`src/rtl/arb_pkg.sv`:
```
// Shared types and default parameters for the memory port arbiter.
package arb_pkg;
  localparam int ARB_XLEN       = 32;
  localparam int ARB_STARVE_MAX = 4;

  typedef enum logic [1:0] {
    IDLE   = 2'd0,
    BUSY_I = 2'd1,
    BUSY_D = 2'd2,
    RESP   = 2'd3
  } arb_state_t;

  typedef enum logic {
    OWN_I = 1'b0,
    OWN_D = 1'b1
  } arb_owner_t;
endpackage

```
`src/rtl/arb_starve_ctr.sv`:
```
// Counts data grants made while fetch waits; flags starvation at STARVE_MAX.
module arb_starve_ctr
  import arb_pkg::*;
#(
  parameter int STARVE_MAX = ARB_STARVE_MAX
) (
  input  logic clk,
  input  logic reset,
  input  logic i_fetch_req,
  input  logic i_data_grant,
  input  logic i_fetch_grant,
  output logic o_starved
);
  localparam int CW = $clog2(STARVE_MAX + 1);
  localparam logic [CW-1:0] LP_MAX = CW'(STARVE_MAX);

  logic [CW-1:0] r_cnt;

  always_ff @(posedge clk or posedge reset) begin
    if (reset) begin
      r_cnt <= '0;
    end else if (i_fetch_grant) begin
      r_cnt <= '0;
    end else if (i_data_grant && i_fetch_req && (r_cnt != LP_MAX)) begin
      r_cnt <= r_cnt + CW'(1);
    end
  end

  assign o_starved = (r_cnt == LP_MAX);
endmodule

```
`src/rtl/mem_port_arbiter.sv`:
```
// Shares one memory port between fetch and load/store with a valid/ready handshake.
// Define ARB_FAIRNESS_EN to force a waiting fetch through after STARVE_MAX data grants.
//   state  | meaning
//   IDLE   | port free; grant data first, else fetch
//   BUSY_I | fetch transfer on the memory port
//   BUSY_D | data transfer on the memory port
//   RESP   | completion pulse to owner; no new grant this cycle
module mem_port_arbiter
  import arb_pkg::*;
#(
  parameter int XLEN       = ARB_XLEN,
  parameter int STARVE_MAX = ARB_STARVE_MAX
) (
  input  logic            clk,
  input  logic            reset,
  input  logic            i_req,
  input  logic [XLEN-1:0] i_addr,
  input  logic            i_flush,
  output logic [XLEN-1:0] i_rdata,
  output logic            i_valid,
  input  logic            d_req,
  input  logic            d_we,
  input  logic [XLEN-1:0] d_addr,
  input  logic [XLEN-1:0] d_wdata,
  input  logic [3:0]      d_wstrb,
  output logic [XLEN-1:0] d_rdata,
  output logic            d_valid,
  output logic            mem_req,
  output logic            mem_we,
  output logic [XLEN-1:0] mem_addr,
  output logic [XLEN-1:0] mem_wdata,
  output logic [3:0]      mem_wstrb,
  input  logic [XLEN-1:0] mem_rdata,
  input  logic            mem_ready,
  output logic            stall_f,
  output logic            stall_m
);
  arb_state_t      r_state, w_state_nxt;
  arb_owner_t      r_owner;
  logic            r_drop;
  logic            w_grant_i, w_grant_d, w_busy, w_force;
  logic            r_mem_we;
  logic [XLEN-1:0] r_mem_addr, r_mem_wdata, r_i_rdata, r_d_rdata;
  logic [3:0]      r_mem_wstrb;

`ifdef ARB_FAIRNESS_EN
  logic w_starved;

  arb_starve_ctr #(.STARVE_MAX(STARVE_MAX)) u_starve_ctr (
    .clk          (clk),
    .reset        (reset),
    .i_fetch_req  (i_req),
    .i_data_grant (w_grant_d),
    .i_fetch_grant(w_grant_i),
    .o_starved    (w_starved)
  );

  assign w_force = w_starved & i_req & ~i_flush;
`else
  // Keeps STARVE_MAX referenced when the fairness counter is compiled out.
  logic [31:0] w_unused_starve_max;
  assign w_unused_starve_max = 32'(STARVE_MAX);
  assign w_force = 1'b0;
`endif

  always_comb begin
    w_state_nxt = r_state;
    w_grant_i   = 1'b0;
    w_grant_d   = 1'b0;
    w_busy      = 1'b0;
    i_valid     = 1'b0;
    d_valid     = 1'b0;
    case (r_state)
      IDLE: begin
        if (d_req && !w_force) begin
          w_grant_d   = 1'b1;
          w_state_nxt = BUSY_D;
        end else if (i_req && !i_flush) begin
          w_grant_i   = 1'b1;
          w_state_nxt = BUSY_I;
        end
      end
      BUSY_I, BUSY_D: begin
        w_busy = 1'b1;
        if (mem_ready) w_state_nxt = RESP;
      end
      RESP: begin
        w_state_nxt = IDLE;
        i_valid     = (r_owner == OWN_I) && !r_drop && !i_flush;
        d_valid     = (r_owner == OWN_D);
      end
      default: w_state_nxt = IDLE;
    endcase
  end

  always_ff @(posedge clk or posedge reset) begin
    if (reset) r_state <= IDLE;
    else       r_state <= w_state_nxt;
  end

  always_ff @(posedge clk or posedge reset) begin
    if (reset) begin
      r_owner     <= OWN_I;
      r_drop      <= 1'b0;
      r_mem_we    <= 1'b0;
      r_mem_addr  <= '0;
      r_mem_wdata <= '0;
      r_mem_wstrb <= '0;
      r_i_rdata   <= '0;
      r_d_rdata   <= '0;
    end else begin
      if (w_grant_d) begin
        r_owner     <= OWN_D;
        r_mem_we    <= d_we;
        r_mem_addr  <= d_addr;
        r_mem_wdata <= d_wdata;
        r_mem_wstrb <= d_wstrb;
      end else if (w_grant_i) begin
        r_owner     <= OWN_I;
        r_mem_we    <= 1'b0;
        r_mem_addr  <= i_addr;
        r_mem_wdata <= '0;
        r_mem_wstrb <= 4'b0000;
      end
      if (w_busy && mem_ready) begin
        if (r_state == BUSY_I) r_i_rdata <= mem_rdata;
        else                   r_d_rdata <= mem_rdata;
      end
      // A redirected fetch still finishes on the bus; only its pulse is dropped.
      if (w_state_nxt == IDLE)               r_drop <= 1'b0;
      else if (r_state == BUSY_I && i_flush) r_drop <= 1'b1;
    end
  end

  assign mem_req   = w_busy;
  assign mem_we    = r_mem_we;
  assign mem_addr  = r_mem_addr;
  assign mem_wdata = r_mem_wdata;
  assign mem_wstrb = r_mem_wstrb;
  assign i_rdata   = r_i_rdata;
  assign d_rdata   = r_d_rdata;
  assign stall_f   = i_req & ~i_valid;
  assign stall_m   = d_req & ~d_valid;
endmodule

```
`config.mk`:
```
export PLATFORM = sky130hd
export DESIGN_NAME = mem_port_arbiter
export DESIGN_NICKNAME = d
export VERILOG_FILES = /design/src/rtl/arb_pkg.sv /design/src/rtl/arb_starve_ctr.sv /design/src/rtl/mem_port_arbiter.sv
export SDC_FILE = /design/constraint.sdc
export NUM_CORES = 1
export LEC_CHECK = 0
export BUFFER_PORTS_ARGS = -buffer_cell sky130_fd_sc_hd__buf_2
export CORE_ASPECT_RATIO = 0.5
export CORE_MARGIN = 2
export CORE_UTILIZATION = 46
export DETAILED_ROUTE_END_ITERATION = 16
export PLACE_DENSITY = 0.85
export REMOVE_ABC_BUFFERS = 1
export SLEW_MARGIN = 40
export SYNTH_ARGS = -nofsm -noshare
export SYNTH_HDL_FRONTEND = slang
export SYNTH_SLANG_ARGS = --single-unit
```
`constraint.sdc`:
```
create_clock -name clk -period 6.25 [get_ports clk]
set_clock_uncertainty 0.2 [all_clocks]
set_input_delay 1.25 -clock clk [delete_from_list [all_inputs] [get_ports clk]]
set_output_delay 1.25 -clock clk [all_outputs]
set_load 0.005 [all_outputs]
```
==> reports/summary.txt <==
OUTCOME
----------------------------------------------------------------------------
Outcome                                                         finished clean

JOB
----------------------------------------------------------------------------
Reported max-cap violation count                                           0

WORST SETUP PATH
----------------------------------------------------------------------------
Biggest cell delay along the critical path                            380 ps
Most used cell along the critical path                          sky130_fd_sc_hd__buf_2
Cell count of the worst reg-to-reg path                                    6
Launching instance or port of the critical path                      i_flush
Series of cell instances along the critical path                buf_2 > nor4b_1 > nor2b_1 > buf_2
Sum of buffers and inverters on the critical path                          2
Type of destination of the critical path                        primary output
Cell type of the slowest stage on the worst timing path         sky130_fd_sc_hd__nor4b_1
Worst EP arrival                                                     1960 ps
WS Path Type                                                       in -> out
Cell class contributing the biggest share of worst-path delay   simple AND/OR/NAND/NOR gates
Required time at the endpoint of the critical path                   4800 ps
Worst-path maximum fanout                                                  3
Capture instance of the worst register-to-register path          mem_addr[1]
Setup crit start kind                                              input pin
Reg-to-reg setup timing slack                                        3760 ps
Worst flop-to-flop path startpoint                                r_state[1]

LOGIC SYNTHESIS
----------------------------------------------------------------------------
Post-synthesis instance area                                      5520 sq um
Largest cells by area after synthesis                           sky130_fd_sc_hd__dfrtp_1 62%, sky130_fd_sc_hd__mux2_2 12%, sky130_fd_sc_hd__a22o_1 5.9%
Dominant cell type by area after synthesis                      sky130_fd_sc_hd__dfrtp_1
Fraction of the yosys area taken by sequential cells                   62.1%
FF+latch count, synth                                                    137
Per-instance average area after synthesis                         14.3 sq um
Total of warnings raised by yosys                                          0
Synth cell types                                                          30
Area share of the largest cell type after synthesis                    62.1%
Cell count after synthesis                                               387

CLOCKING
----------------------------------------------------------------------------
Clock tree from TritonCTS                                              built
# Post-CTS Setup Buffers                                                   0
Clk pin slew, worst setup/hold paths                                   60 ps
Hold buffers post-CTS                                                      0
Cts bufs inserted                                                         17
H-Tree Level Count                                                         4
Clock sink count                                                         137
Clock network latency to the later pin of the worst-skew pair         400 ps
Clock root cell                                                 sky130_fd_sc_hd__clkbuf_16
CTS max path bufs                                                          2
Number of cells upsized or downsized after cts                             0

FINISH
----------------------------------------------------------------------------
Fraction of layout instances using a drive strength above 1            56.4%
Number of nets in the layout                                             804
Fin cells                                                                839
Diodes inserted                                                            0
Relative area change from synthesis to final layout                    37.7%
Most common cell after layout, fill and taps aside              sky130_fd_sc_hd__buf_2
Commonest cells after routing, fill and taps aside              276 x sky130_fd_sc_hd__buf_2, 137 x sky130_fd_sc_hd__dfrtp_1, 57 x sky130_fd_sc_hd__mux2_2, 37 x sky130_fd_sc_hd__a22o_1, 33 x sky130_fd_sc_hd__nand2_1

FLOORPLANNING
----------------------------------------------------------------------------
I/O pin cnt                                                              277
Placeable core area                                              11800 sq um
Initial core utilization                                               46.9%
DIE AREA                                                         12900 sq um
Horizontal die dimension                                              159 um
Die outline height                                                   81.4 um
Number of rows in the core area                                           28

DETAILED ROUTING
----------------------------------------------------------------------------
Number of vias per cell                                                 4.92
WL final                                                            13500 um
Post-DRT Antenna Nets                                                      0
First-iteration detailed-routing DRC count                               208
Routed length per placed instance                                    16.1 um
Remaining DRCs                                                             0
Total via count after detailed routing                                  4131
First-pass iteration count of the detailed router                          6

GLOBAL ROUTING
----------------------------------------------------------------------------
Total GRT Usage                                                        20.3%
Remaining Overflow, GRT                                                    0
Wire length of the first global-routing pass                        20500 um
Maximum number of pins on one net before global-route repair             101
Vias in the first global route                                          4161
Initial antenna violation count                                            0

POWER
----------------------------------------------------------------------------
Static power due to leakage                                          3.95 nW
Worst supply voltage drop on vdd                                      201 uV
Power density normalized to cell area                            529 nW/um^2

TIMING
----------------------------------------------------------------------------
Transition time of the tightest slew-check pin                        659 ps
Slew headroom                                                          56.0%
Final Max Tran Viols                                                       0
Final setup violation count                                                0
Ratio of final minimum period to clock period                          54.5%
Top achievable clock speed                                         0.294 GHz
Post-Route Setup TNS                                                    0 ps
Setup repair after global routing missed its margin                       no
Final hold viol count                                                      0
Minimum clock period after layout                                    3410 ps

PLACEMENT
----------------------------------------------------------------------------
Count of input and output buffers                                        276
Number of placed instances with taps included                            807
Detailed-placement wirelength estimate                               9650 um
Final weighted congestion in routability-driven placement              0.751

HOLD PATH
----------------------------------------------------------------------------
Hold worst-path end                                             mem_addr[19]
Worst Hold Class                                                  reg -> reg
Worst Hold Launch                                               mem_addr[19]
Worst hold path depth                                                      2

[cell usage after synthesis]
master	number
sky130_fd_sc_hd__and2_1	2
sky130_fd_sc_hd__a21o_1	1
sky130_fd_sc_hd__buf_6	7
sky130_fd_sc_hd__nand2_1	33
sky130_fd_sc_hd__nor2b_1	3
sky130_fd_sc_hd__nor2_1	2
sky130_fd_sc_hd__mux2_2	57
sky130_fd_sc_hd__nand3b_4	1
sky130_fd_sc_hd__o21bai_1	1
sky130_fd_sc_hd__nor4b_1	1
sky130_fd_sc_hd__o21ai_0	3
sky130_fd_sc_hd__mux2_4	4
sky130_fd_sc_hd__o21ba_2	1
sky130_fd_sc_hd__a22o_1	37
sky130_fd_sc_hd__buf_2	7
sky130_fd_sc_hd__nand3_4	1
sky130_fd_sc_hd__clkbuf_8	3
sky130_fd_sc_hd__o2bb2ai_1	1
sky130_fd_sc_hd__dfrtp_1	137
sky130_fd_sc_hd__ha_1	4
sky130_fd_sc_hd__nor2b_2	1
sky130_fd_sc_hd__o21ai_1	32
sky130_fd_sc_hd__mux2i_1	32
sky130_fd_sc_hd__buf_4	6
sky130_fd_sc_hd__inv_1	3
sky130_fd_sc_hd__a21oi_1	1
sky130_fd_sc_hd__clkbuf_2	1
sky130_fd_sc_hd__clkbuf_1	1
sky130_fd_sc_hd__mux2_1	3
sky130_fd_sc_hd__nand2b_1	1
[power by group]
part / internal, W / switching, W / total, W
clock: 0.000677 / 0.000400 / 0.00108
sequential: 0.00132 / 0.000226 / 0.00154
combinational: 0.000749 / 0.000646 / 0.00140
[cells by family (layout without fill, tap and decap cells)]
logic type | count (synthesis) | count (layout) | synth area share, %
fa+ha+maj | 4 | 4 | 0.907
simple gates | 45 | 45 | 4.06
buf+inv | 28 | 315 | 3.99
mux | 96 | 96 | 19.1
compound gates | 77 | 77 | 9.75
flops | 137 | 137 | 62.1
[worst reg2reg max path, stage by stage, from the launching register on]
cell and delay (ps):
sky130_fd_sc_hd__dfrtp_1 400, sky130_fd_sc_hd__inv_1 130, sky130_fd_sc_hd__ha_1 250, sky130_fd_sc_hd__and2_4 560, sky130_fd_sc_hd__buf_4 480, sky130_fd_sc_hd__mux2i_1 240, sky130_fd_sc_hd__o21ai_0 90
[state kept, by name (all words and copies together), names as in the netlist]
name,flops
d_rdata,32
i_rdata,32
mem_addr,32
mem_wdata,32
mem_wstrb,4
r_state,2
mem_we,1
r_drop,1
r_owner,1
[final cells by class]
cell class                      instances  area, sq um
Fill cell                             925         4180
Multi-Input combinational cell        222         1880
Clock buffer                           17          425
Tap cell                              165          206
Sequential cell                       137         3430
Timing Repair Buffer                  280         1420
Clock inverter                         15          215
Inverter                                3         18.8
[routing by layer]
metal	GRT usage [%]	vias to the layer above	wire length [um]
met1	23.9	2046	5440
met3	4.70	21	582
met5	0	-	0
met2	37.1	129	7230
li1	-	1935	-
met4	8.64	0	216
[stage by stage]
stage | setup slack [ps] | power [W] | utilization, % | instance area, sq um | hold WS (ps)
after floorplan | 751 | 0.00230 | - | 5310 | 265
after global placement | 2870 | 0.00288 | 58.9 | 6940 | 263
after detailed placement | 2850 | 0.00296 | 59.1 | 6950 | 271
after CTS | 2840 | 0.00406 | 64.5 | 7590 | 286
after global routing | 2750 | 0.00426 | 64.5 | 7590 | 298
final | 2840 | 0.00402 | 64.5 | 7590 | 279
[worst max-delay path by stage]
stage	to	depth (start not counted)	slack (ps)
2_1_floorplan	mem_addr[0]	3	750
3_3_place_gp	stall_f	4	2870
3_5_place_dp	stall_f	4	2850
4_1_cts	stall_f	4	2840
5_1_grt	stall_f	4	2750
6_report	stall_f	4	2840
(Power assumes the default switching activity.)
